--- src/rtl/wptr_handler.sv ---
// Write-side pointer and flag logic of the async FIFO: binary/Gray write pointers plus
// registered full, almost_full, fill level, write acknowledge and sticky overflow.
module wptr_handler #(
    parameter int PTR_WIDTH = 8,
    parameter int AF_LEVEL  = (1 << PTR_WIDTH) - 2
) (
    input  logic               wclk,
    input  logic               wrst_n,
    input  logic               w_en,
    input  logic [PTR_WIDTH:0] g_rptr_sync,
    input  logic               overflow_clr,
    output logic [PTR_WIDTH:0] b_wptr,
    output logic [PTR_WIDTH:0] g_wptr,
    output logic               full,
    output logic               almost_full,
    output logic [PTR_WIDTH:0] wr_level,
    output logic               w_ack,
    output logic               overflow
);

    localparam logic [PTR_WIDTH:0] AF_THR = AF_LEVEL[PTR_WIDTH:0];

    function automatic logic [PTR_WIDTH:0] gray2bin(input logic [PTR_WIDTH:0] g);
        logic [PTR_WIDTH:0] b;
        b[PTR_WIDTH] = g[PTR_WIDTH];
        for (int i = PTR_WIDTH - 1; i >= 0; i--) begin
            b[i] = b[i+1] ^ g[i];
        end
        return b;
    endfunction

    logic               wr_acc;
    logic [PTR_WIDTH:0] b_wptr_next;
    logic [PTR_WIDTH:0] g_wptr_next;
    logic [PTR_WIDTH:0] b_rptr_s;
    logic [PTR_WIDTH:0] level_next;
    logic [PTR_WIDTH:0] g_full_cmp;

    always_comb begin
        wr_acc      = w_en & ~full;
        b_wptr_next = b_wptr + {{PTR_WIDTH{1'b0}}, wr_acc};
        g_wptr_next = (b_wptr_next >> 1) ^ b_wptr_next;
        b_rptr_s    = gray2bin(g_rptr_sync);
        // Level uses the lagging synchronised read pointer, so it can only overstate fill.
        level_next  = b_wptr_next - b_rptr_s;
        // In Gray code, "one lap ahead" means the two MSBs inverted, the rest equal.
        g_full_cmp  = {~g_rptr_sync[PTR_WIDTH:PTR_WIDTH-1], g_rptr_sync[PTR_WIDTH-2:0]};
    end

    always_ff @(posedge wclk or negedge wrst_n) begin
        if (!wrst_n) begin
            b_wptr      <= '0;
            g_wptr      <= '0;
            full        <= 1'b0;
            almost_full <= 1'b0;
            wr_level    <= '0;
            w_ack       <= 1'b0;
            overflow    <= 1'b0;
        end else begin
            b_wptr      <= b_wptr_next;
            g_wptr      <= g_wptr_next;
            full        <= (g_wptr_next == g_full_cmp);
            almost_full <= (level_next >= AF_THR);
            wr_level    <= level_next;
            w_ack       <= wr_acc;
            if (w_en && full) begin
                overflow <= 1'b1;
            end else if (overflow_clr) begin
                overflow <= 1'b0;
            end
        end
    end

endmodule

--- config.mk ---
export PLATFORM = sky130hd
export DESIGN_NAME = wptr_handler
export DESIGN_NICKNAME = d
export VERILOG_FILES = /design/src/rtl/wptr_handler.sv
export SDC_FILE = /design/constraint.sdc
export NUM_CORES = 1
export LEC_CHECK = 0
export CAP_MARGIN = 20
export CORE_MARGIN = 3
export CORE_UTILIZATION = 35
export CTS_CLUSTER_SIZE = 30
export DETAILED_ROUTE_END_ITERATION = 7
export SETUP_SLACK_MARGIN = 0.1
export SYNTH_ARGS = -nofsm -noshare
export SYNTH_HDL_FRONTEND = slang
export SYNTH_SLANG_ARGS = --single-unit
--- constraint.sdc ---
create_clock -name wclk -period 3.8 [get_ports wclk]
set_input_delay 0.38 -clock wclk [delete_from_list [all_inputs] [get_ports wclk]]
set_output_delay 0.38 -clock wclk [all_outputs]
set_load 0.005 [all_outputs]
Word-level counts from Yosys, hierarchy flattened
Cells that the tools add are included.
{"block": "totals", "mem_bits_ro": 0, "output_inout_bits": 31, "reg_bits": 31, "latchBits": 0, "word_cells": 27, "mem_count": 0, "ram_bits": 0, "inputBits": 13}
{"block": "op_classes", "n_shift": 0, "eq_ne": 1, "div": 0, "n_mul": 0, "order_cmp": 1, "add_sub_neg": 2, "bitwise_logic": 12, "n_reduce_logical": 2, "muxes": 2}
{"op": "$add A9 B1 Y9", "count": 1}
{"op": "$eq A9 B9 Y1", "count": 1}
{"op": "$ge A9 B8 Y1 const B", "count": 1}
{"op": "$sub A9 B9 Y9", "count": 1}
{"op": "$xor A8 B9 Y9", "count": 1}
{"op": "$xor A1 B1 Y1", "count": 8}
{"op": "$mux W1", "count": 2}
{"op": "$not A2 Y2", "count": 1}
{"op": "$reduce_bool A2 Y1", "count": 1}
{"op": "$and A1 B1 Y1", "count": 1}
{"op": "$logic_and A1 B1 Y1", "count": 1}
{"op": "$not A1 Y1", "count": 1}

Longest topological paths before layout
Gate-level depths: netlist of the first run.
{"block": "depth", "depth_word": 10, "depth_mapped": 15, "depth_no_buf": 15}

Worst setup path before layout of the first run
Ideal clock, no wire load.
{"block": "synth_path", "path_type": "input port to flip-flop", "startpoint": "input g_rptr_sync[8]", "endpoint": "register almost_full", "setup_slack_ns": 0.173, "path_buffers": 0, "stages": 15, "setup_time_ns": 0.120, "arrival_ns": 3.507, "required_time_ns": 3.680, "cell_sequence": "xnor3_2 > xor2_4 > xor3_2 > xor2_2 > xor2_2 > xnor2_1 > ha_1 > inv_1 > fa_1 > a211oi_1 > o21ai_0 > a21o_1 > a21oi_1 > xor2_1 > a41o_1"}
{"block": "synth_via", "elab_chain_len": 10}
{"element": "start: declaration", "line_no": "10", "rtl": "input logic [PTR_WIDTH:0] g_rptr_sync,"}
{"element": "$xor A1 B1 Y1 (8 in a row)", "line_no": "27", "rtl": "b[i] = b[i+1] ^ g[i];"}
{"element": "$sub A9 B9 Y9 (*)", "line_no": "45", "rtl": "level_next = b_wptr_next - b_rptr_s;"}
{"element": "net level_next[8]", "line_no": "36", "rtl": "logic [PTR_WIDTH:0] level_next;"}
{"element": "$ge A9 B8 Y1 (*)", "line_no": "63", "rtl": "almost_full <= (level_next >= AF_THR);"}
{"element": "end signal: assignment", "line_no": "63"}
{"element": "end: declaration", "line_no": "15", "rtl": "output logic almost_full,"}
Mark *: on every way through the listed nets, which the timed path passes. The rest lies on a longest branch.
A chain may end at the register's enable or synchronous reset.

Worst setup path after layout of the first run
Ends and elaborated chain as after synthesis.

==> results of run 1 <==
==> synth_stat cells (4+ instances only) <==
master,number,share of area
sky130_fd_sc_hd__dfrtp_1,30,0.44
sky130_fd_sc_hd__nand2_1,5,0.011
sky130_fd_sc_hd__a211oi_1,4,0.017
sky130_fd_sc_hd__inv_1,8,0.017
sky130_fd_sc_hd__a21oi_1,4,0.012
sky130_fd_sc_hd__xnor2_1,17,0.086
sky130_fd_sc_hd__ha_1,10,0.073
sky130_fd_sc_hd__xor2_1,15,0.076
sky130_fd_sc_hd__o21ai_0,9,0.026
sky130_fd_sc_hd__nand3_1,6,0.017
sky130_fd_sc_hd__nor2_1,10,0.022
==> metrics by stage <==
| step | total power, mW | cell area, sq um | setup TNS [ns] |
|---|---|---|---|
| 2_1_floorplan | 1.311 | 1725 | 0 |
| 3_3_place_gp | 1.843 | 2325 | -0.6769 |
| 3_5_place_dp | 1.864 | 2325 | -1.069 |
| 4_1_cts | 2.193 | 2435 | 0 |
| 5_1_grt | 2.404 | 2465 | 0 |
| 6_report | 2.193 | 2465 | 0 |
==> worst max-delay path by stage <==
stage,end,slack [ns],cells after the start
2_1_floorplan,almost_full$_DFF_PN0_,0.17,15
3_3_place_gp,almost_full$_DFF_PN0_,-0.37,16
3_5_place_dp,almost_full$_DFF_PN0_,-0.47,16
4_1_cts,almost_full$_DFF_PN0_,0.12,16
5_1_grt,almost_full$_DFF_PN0_,0.06,16
6_report,almost_full$_DFF_PN0_,0.22,16
==> sequential cells by signal, indices dropped and copies added, names as in the netlist <==
register / cells
full: 1
wr_level: 9
w_ack: 1
b_wptr: 9
almost_full: 1
overflow: 1
g_wptr: 8
==> report_power, final <==
group / switching, mW / total (mW) / internal [mW]
Clock: 0.110 / 0.236 / 0.126
Combinational: 0.630 / 1.39 / 0.761
Sequential: 0.0976 / 0.566 / 0.468
Total: 0.838 / 2.19 / 1.36
==> area by class of cell <==
cell class,instances,share of cell area
Clock buffer,7,0.03096
Inverter,8,0.01218
Timing Repair Buffer,63,0.2340
Sequential cell,30,0.3046
Multi-Input combinational cell,113,0.3853
Tap cell,65,0.03299
==> placed cells by master, fill, tap and decap left out, drive strengths merged, types with 4 or more instances in the layout <==
cell type,count
a21oi,4
o21ai,9
xor2,18
buf,20
dfrtp,30
inv,8
clkbuf,7
ha,10
nand2,5
nor2,10
a211oi,4
xnor2,17
nand3,6
clkdlybuf4s50,40
==> logic make-up after synthesis <==
kind of cell / Yosys count / synth area share
adder cells (fa/ha/maj): 11 / 0.08412
buffers and inverters: 12 / 0.03191
AND/OR/NAND/NOR: 34 / 0.09863
AO/OA/AOI/OAI: 30 / 0.1117
flip-flops: 30 / 0.4351
XOR/XNOR: 38 / 0.2386
==> what timing repair did <==
action	4_1_cts	5_1_grt
hold buffers	0	0
gates resized for setup	8	4
setup buffers	3	2
endpoints found under the hold margin	0	0
endpoints found under the setup margin	2	3
pin swaps	10	7
==> routing by layer <==
layer | share of wire | GRT usage | vias to the layer above | wire (um)
met2 | 0.50 | 0.2373 | 33 | 1887
met1 | 0.42 | 0.1583 | 612 | 1610
met3 | 0.062 | 0.05556 | 8 | 236
met5 | 0 | 0 | - | 0
met4 | 0.020 | 0.06341 | 0 | 76
li1 | - | - | 657 | -
==> results.toml, run 1 <==
[synth]
synth-async-reset-ratio = 1.000
synthFlopType = "sky130_fd_sc_hd__dfrtp_1"
edff_count_synth = 0
synth_seq_area_share = 0.4351
netlist_area_sq_um = 1725
synth-seq-cells = 30
netlist-cell-type-count = 35
yosysWarningCount = 0
post_synth_inst_count = 155
postSynthNetCount = 179
avgSynthCellArea_sq_um = 11.13

[placement]
port_buffers = 43
dpl.hpwl_um = 2966
dp.cells = 274
place_ws_ns = -0.4657
weighted_congestion_at_the_end_of_routability_driven_global_placement = 0.8934

[die]
core_sq_um = 4564
die_area_sq_um = 5808
ioPinCount = 44
die_w_um = 76.21
rows = 24
die-height_um = 76.21
floorplan.initialDensity = 0.3780

[worst_setup_path]
critical_path.endpoint_type = "flip-flop"
criticalPathCategory = "in2reg"
start_kind = "primary input"
crit_fanout = 2
worst-endpoint-arrival_ns = 3.76
critical_path.slowest_cell = "sky130_fd_sc_hd__xnor3_2"
critical_path_required_ns = 3.97
worstReg2RegEnd = "almost_full$_DFF_PN0_"
worst-path-buf-inv = 2
crit-reg2reg-launch = "full$_DFF_PN0_"
crit_chain = "dlygate4sd2_1, xnor3_2, xor2_4, xor3_2, xor2_2, xor2_2, xnor2_1, ha_2, inv_1, fa_2, a211oi_2, o21ai_2, a21o_1, a21oi_2, xor2_2, a41o_1"
timing.reg2reg.worst_path_depth = 12
worst_reg_to_reg_setup_slack_ns = 0.81
critical-path-top-delay-family = "XOR/XNOR gates"
setup.worst_path.start = "g_rptr_sync[8]"
critical_path.most_common_cell = "sky130_fd_sc_hd__xor2_2"
slowest_delay_ns = 0.45

[global_route]
number_of_antenna_violations_at_the_first_check_in_global_routing = 0
grt_first_pass_wirelength_um = 6444
grt_usage = 0.1415
grt_pass1_vias = 1356
globalRouteOverflowTotal = 0
grt_max_degree = 31

[final_layout]
antenna-diode-count = 0
layout-area-overhead-vs-synth_pct = 42.86
finish.net_count = 245
multiInputGateArea_sq_um = 949.7
final_core_density = 0.5400
final_std_cells_w_o_fill = 286
layout.area.seq_sq_um = 750.7
final_layout_size_suffix_gt1_frac = 0.1674
fill_cells = 415

[routing]
wl_um = 3810
drt_pass1_iterations = 4
routed_wirelength_normalized_by_instance_count_um = 13.32
route.antenna.remaining_nets = 0
via_per_inst = 4.580
drt_iter0_drc = 35
routed-via-count = 1310
drc = 0

[min_path]
worstHoldPathType = "in2async"

[timing]
final.setup_skew_ns = 0.006917
min_period_over_period = 0.9432
worst_pin_slew_ns = 0.4614
slew_violations = 0
post-route-min-period_ns = 3.584
grt_setup_unrepaired = "false"
timing.final.ws_setup_ns = 0.2160
worst_slew_margin_rel = 0.6902
worst_hold_slack_ns = 0.4854
report.final.hold_viol_count = 0
finalSetupViolCount = 0
fmax_mhz = 279.0

[run]
max_cap_viol_count = 0

[clock_tree]
cts.clk_slew.worst_paths_ns = 0.06
clock_latency_ns = 0.28
htreeDepth = 2
tritoncts.num_buffers = 5
cts.root.buffer_cell = "sky130_fd_sc_hd__clkbuf_8"
clkSinkCount = 30
tritoncts = "done"
cts.path.max_buffers = 2

[power_and_ir_drop]
cellPowerDensity_nw_per_um2 = 889.6
static-leakage-power_nw = 1.091
ir_drop_mv = 0.4611

[status]
status = "finished clean"
No activity file was read; power rests on OpenSTA's default activity.
==> run 2: changes to the inputs <==
Settings changed: PLACE_DENSITY_LB_ADDON set to 0.05.
==> results.toml, run 2 (synthesis results as in run 1) <==
[clock_tree]
cts.root.buffer_cell = "sky130_fd_sc_hd__clkbuf_8"
cts.clk_slew.worst_paths_ns = 0.07
cts.path.max_buffers = 2
htreeDepth = 2
cts-hold-fix-buffers = 0
clock_latency_ns = 0.29
clkSinkCount = 30
tritoncts = "done"
tritoncts.num_buffers = 5

[routing]
drt_iter0_drc = 83
drc = 0
wl_um = 3858
via_per_inst = 4.606
route.antenna.remaining_nets = 0
routed_wirelength_normalized_by_instance_count_um = 13.35
met1_wirelength_um = 1721
drt_pass1_iterations = 4
top_layer = "met4"
routed-via-count = 1331
met2_length_um = 1866
routed-wl-met3_um = 189

[timing]
finalSetupViolCount = 0
final.setup_skew_ns = 0.006698
min_period_over_period = 0.9078
slew_violations = 0
worst_slew_margin_rel = 0.6749
fmax_mhz = 289.9
timing.final.ws_setup_ns = 0.3503
report.final.hold_viol_count = 0
grt_setup_unrepaired = "false"
post-route-min-period_ns = 3.450
worst_pin_slew_ns = 0.4842

[min_path]
worstHoldPathType = "in2async"

[worst_setup_path]
critical_path.endpoint_type = "flip-flop"
critical_path_required_ns = 3.98
crit_fanout = 2
start_kind = "primary input"
worst-endpoint-arrival_ns = 3.63
criticalPathCategory = "in2reg"

[final_layout]
finish.net_count = 247
final_std_cells_w_o_fill = 289
most-common-layout-cells = "sky130_fd_sc_hd__clkdlybuf4s50_1, sky130_fd_sc_hd__dfrtp_1, sky130_fd_sc_hd__buf_4, sky130_fd_sc_hd__xnor2_1, sky130_fd_sc_hd__xor2_1"
final_layout_size_suffix_gt1_frac = 0.1875
reg_top3 = "b_wptr: 9 flops, wr_level: 9 flops, g_wptr: 8 flops"
layout-area-overhead-vs-synth_pct = 44.52
antenna-diode-count = 0
layout.cells.most_common = "sky130_fd_sc_hd__clkdlybuf4s50_1"
fill_cells = 421
final_core_density = 0.5463

[global_route]
grt_pass1_vias = 1374
globalRouteOverflowTotal = 0
grt_max_degree = 31
grt_first_pass_wirelength_um = 6541
grt_usage = 0.1435
number_of_antenna_violations_at_the_first_check_in_global_routing = 0

[status]
status = "finished clean"

[die]
die_area_sq_um = 5808
ioPinCount = 44
rows = 24
core_sq_um = 4564
die-height_um = 76.21
die_w_um = 76.21
floorplan.initialDensity = 0.3780

[power_and_ir_drop]
cellPowerDensity_nw_per_um2 = 907.5
finalPower_mw = 2.263
static-leakage-power_nw = 1.115
ir_drop_mv = 0.5091

[placement]
place_ws_ns = -0.5028
dp.cells = 274
weighted_congestion_at_the_end_of_routability_driven_global_placement = 0.7946
dpl.hpwl_um = 2953
port_buffers = 43

[run]
max_cap_viol_count = 0
==> run 2: timing repair <==
item                       in CTS  in global routing
setup buffers                   5                  2
gates resized for setup         8                  7
setup endpoints to repair       2                  3
pin swaps                       9                 10
==> run 2: routing by layer <==
metal / up-vias / track usage
met1: 621 / 0.1670
met4: 0 / 0.06884
met5: - / 0
met3: 8 / 0.05674
met2: 35 / 0.2302
li1: 667 / -
==> run 2: worst max-delay path, cell delays in order <==
cell and delay, ns:
sky130_fd_sc_hd__clkbuf_2 0.09, sky130_fd_sc_hd__xnor3_2 0.46, sky130_fd_sc_hd__xor2_4 0.16, sky130_fd_sc_hd__xor3_2 0.33, sky130_fd_sc_hd__xor2_4 0.19, sky130_fd_sc_hd__xor2_2 0.20, sky130_fd_sc_hd__xnor2_1 0.15, sky130_fd_sc_hd__ha_2 0.20
sky130_fd_sc_hd__inv_1 0.05, sky130_fd_sc_hd__fa_2 0.36, sky130_fd_sc_hd__a211oi_2 0.27, sky130_fd_sc_hd__o21ai_1 0.13, sky130_fd_sc_hd__a21o_1 0.21, sky130_fd_sc_hd__a21oi_2 0.14, sky130_fd_sc_hd__xor2_1 0.10, sky130_fd_sc_hd__a41o_1 0.22
==> run 2: final timing paths <==
kind | startpoint | end | slack (ns) | depth (start not counted)
hold / removal | wrst_n | w_ack$_DFF_PN0_ | 0.48 | 2
setup / recovery | g_rptr_sync[8] | almost_full$_DFF_PN0_ | 0.35 | 16
setup reg to reg | full$_DFF_PN0_ | almost_full$_DFF_PN0_ | 0.75 | 12
min in group wclk | full$_DFF_PN0_ | w_ack$_DFF_PN0_ | 0.49 | 1
max in group asynchronous | wrst_n | wr_level[8]$_DFF_PN0_ | 3.04 | 2
hold reg to reg | full$_DFF_PN0_ | w_ack$_DFF_PN0_ | 0.49 | 1
==> run 2: report_power, final <==
| group | switching [mW] | leakage [nW] | internal (mW) |
|---|---|---|---|
| clock network | 0.129 | 0.0472 | 0.145 |
| logic | 0.635 | 0.707 | 0.791 |
| registers | 0.0953 | 0.360 | 0.467 |
==> run 2: cell type report <==
class                   instances  area (sq um)  area share
multi-input cells             113         949.7      0.3808
clock buffers                   6         82.58     0.03312
clock inverters                 2         12.51    0.005018
well taps                      65         81.33     0.03261
inverters                       8         30.03     0.01204
repair buffers                 65         586.8      0.2353
flip-flops and latches         30         750.7      0.3011
==> run 2: metrics by stage <==
step	area, sq um	TNS, ns	hold WS [ns]
2_1_floorplan	1725	0	0.08441
3_3_place_gp	2325	-0.7289	0.4689
3_5_place_dp	2325	-1.111	0.4819
4_1_cts	2469	0	0.4920
5_1_grt	2494	0	0.5127
6_report	2494	0	0.4786
==> run 3: changes to the inputs <==
Clock period 3.8 ns to 4.24 ns, I/O delays scaled along.
==> results.toml, run 3 (synthesis results as in run 1) <==
[status]
status = "finished clean"

[routing]
drt_iter0_drc = 61
top_layer = "met4"
drt_pass1_iterations = 4
route.antenna.remaining_nets = 0
wl_um = 3697
via_per_inst = 4.598
drc = 0
routed-wl-met3_um = 151
routed-via-count = 1269
met1_wirelength_um = 1662
met2_length_um = 1832
routed_wirelength_normalized_by_instance_count_um = 13.39

[die]
floorplan.initialDensity = 0.3780
ioPinCount = 44
die-height_um = 76.21
die_w_um = 76.21
core_sq_um = 4564
rows = 24
die_area_sq_um = 5808

[timing]
fmax_mhz = 250.5
finalSetupViolCount = 0
min_period_over_period = 0.9416
grt_setup_unrepaired = "false"
report.final.hold_viol_count = 0
slew_violations = 0
total_neg_setup_slack_ns = 0
worst_slew_margin_rel = 0.6822
worst_pin_slew_ns = 0.4734
final.setup_skew_ns = 0.006369
post-route-min-period_ns = 3.992
worst_hold_slack_ns = 0.4879

[worst_setup_path]
worst-endpoint-arrival_ns = 4.16
crit-reg2reg-launch = "full$_DFF_PN0_"
start_kind = "primary input"
slowest_delay_ns = 0.52
critical_path.most_common_cell = "sky130_fd_sc_hd__xor2_4"
critical_path.endpoint_type = "flip-flop"
critical_path.slowest_cell = "sky130_fd_sc_hd__clkdlybuf4s50_1"
critical_path_required_ns = 4.41
crit_chain = "clkdlybuf4s50_1, xnor3_2, xor2_4, xor3_2, xor2_4, xor2_2, xnor2_1, ha_2, inv_1, fa_2, buf_4, a21o_1, a211oi_1, nor2_1, and4_1, a41o_1"
crit_fanout = 2
setup.worst_path.start = "g_rptr_sync[7]"
criticalPathCategory = "in2reg"

[placement]
port_buffers = 43
dp.cells = 267
placed_area_sq_um = 2272
weighted_congestion_at_the_end_of_routability_driven_global_placement = 0.8012
dpl.hpwl_um = 2926

[power_and_ir_drop]
finalPower_mw = 1.909
static-leakage-power_nw = 1.053
cellPowerDensity_nw_per_um2 = 792.2
ir_drop_mv = 0.4922

[global_route]
globalRouteOverflowTotal = 0
number_of_antenna_violations_at_the_first_check_in_global_routing = 0
grt_usage = 0.1359
grt_max_degree = 31
grt_first_pass_wirelength_um = 6299
grt_pass1_vias = 1279

[final_layout]
reg_top3 = "b_wptr: 9 flops, wr_level: 9 flops, g_wptr: 8 flops"
most-common-layout-cells = "sky130_fd_sc_hd__clkdlybuf4s50_1, sky130_fd_sc_hd__dfrtp_1, sky130_fd_sc_hd__xnor2_1, sky130_fd_sc_hd__xor2_1, sky130_fd_sc_hd__nor2_1"
final_std_cells_w_o_fill = 276
final_layout_size_suffix_gt1_frac = 0.1232
antenna-diode-count = 0
layout-area-overhead-vs-synth_pct = 39.67
layout.cells.most_common = "sky130_fd_sc_hd__clkdlybuf4s50_1"
fill_cells = 430
finish.net_count = 234
final_area_sq_um = 2410

[clock_tree]
cts.path.max_buffers = 2
tritoncts = "done"
cts.clk_slew.worst_paths_ns = 0.06
cts.root.buffer_cell = "sky130_fd_sc_hd__clkbuf_8"
cts-hold-fix-buffers = 0
clkSinkCount = 30
tritoncts.num_buffers = 5
clock_latency_ns = 0.28
htreeDepth = 2

[min_path]
worstHoldPathType = "reg2reg"
timing.hold.worst.start = "full$_DFF_PN0_"

[run]
max_cap_viol_count = 0
-- run 3: final cells by class --
cell class	count	area, sq um	share of cell area
clock inverters	1	5.005	0.002077
clock buffers	7	86.33	0.03583
well taps	65	81.33	0.03375
repair buffers	52	500.5	0.2077
flip-flops and latches	30	750.7	0.3115
multi-input cells	113	955.9	0.3967
inverters	8	30.03	0.01246
-- run 3: metal layers --
metal | vias to the layer above | GRT usage
li1 | 642 | -
met1 | 593 | 0.1669
met2 | 28 | 0.2232
met3 | 6 | 0.04374
met4 | 0 | 0.04891
met5 | - | 0
-- run 3: worst max-delay path, delay by kind of cell --
family / cells / cell delay (ns)
XOR/XNOR: 6 / 1.56
AND/OR/NAND/NOR: 2 / 0.26
AO/OA/AOI/OAI: 3 / 0.60
adder cells (fa/ha/maj): 2 / 0.58
buffers and inverters: 3 / 0.72
-- run 3: path summary, 6_finish.rpt --
kind                       slack (ns)  cells past startpoint               endpoint
max reg2reg                      1.10                     12  almost_full$_DFF_PN0_
min                              0.49                      1        w_ack$_DFF_PN0_
max                              0.25                     16  almost_full$_DFF_PN0_
min in group asynchronous        0.54                      2    b_wptr[0]$_DFF_PN0_
max in group asynchronous        3.43                      2    b_wptr[8]$_DFF_PN0_
min reg2reg                      0.49                      1        w_ack$_DFF_PN0_
-- run 3: per-stage QoR --
stage	worst slack, ns	utilization
2_1_floorplan	0.5689	-
3_3_place_gp	0.008809	0.4978
3_5_place_dp	-0.1019	0.4978
4_1_cts	0.1882	0.5178
5_1_grt	0.1056	0.5280
6_report	0.2478	0.5280
-- run 3: repair_timing --
action | in CTS | in global routing
hold endpoints to repair | 0 | 0
buffers inserted | 0 | 1
endpoints found under the setup margin | 0 | 2
gates resized for setup | 0 | 9
-- run 3: power by group --
part / total, mW / switching (mW) / internal [mW]
combinational: 1.17 / 0.551 / 0.620
clock: 0.235 / 0.104 / 0.131
sequential: 0.504 / 0.0846 / 0.419
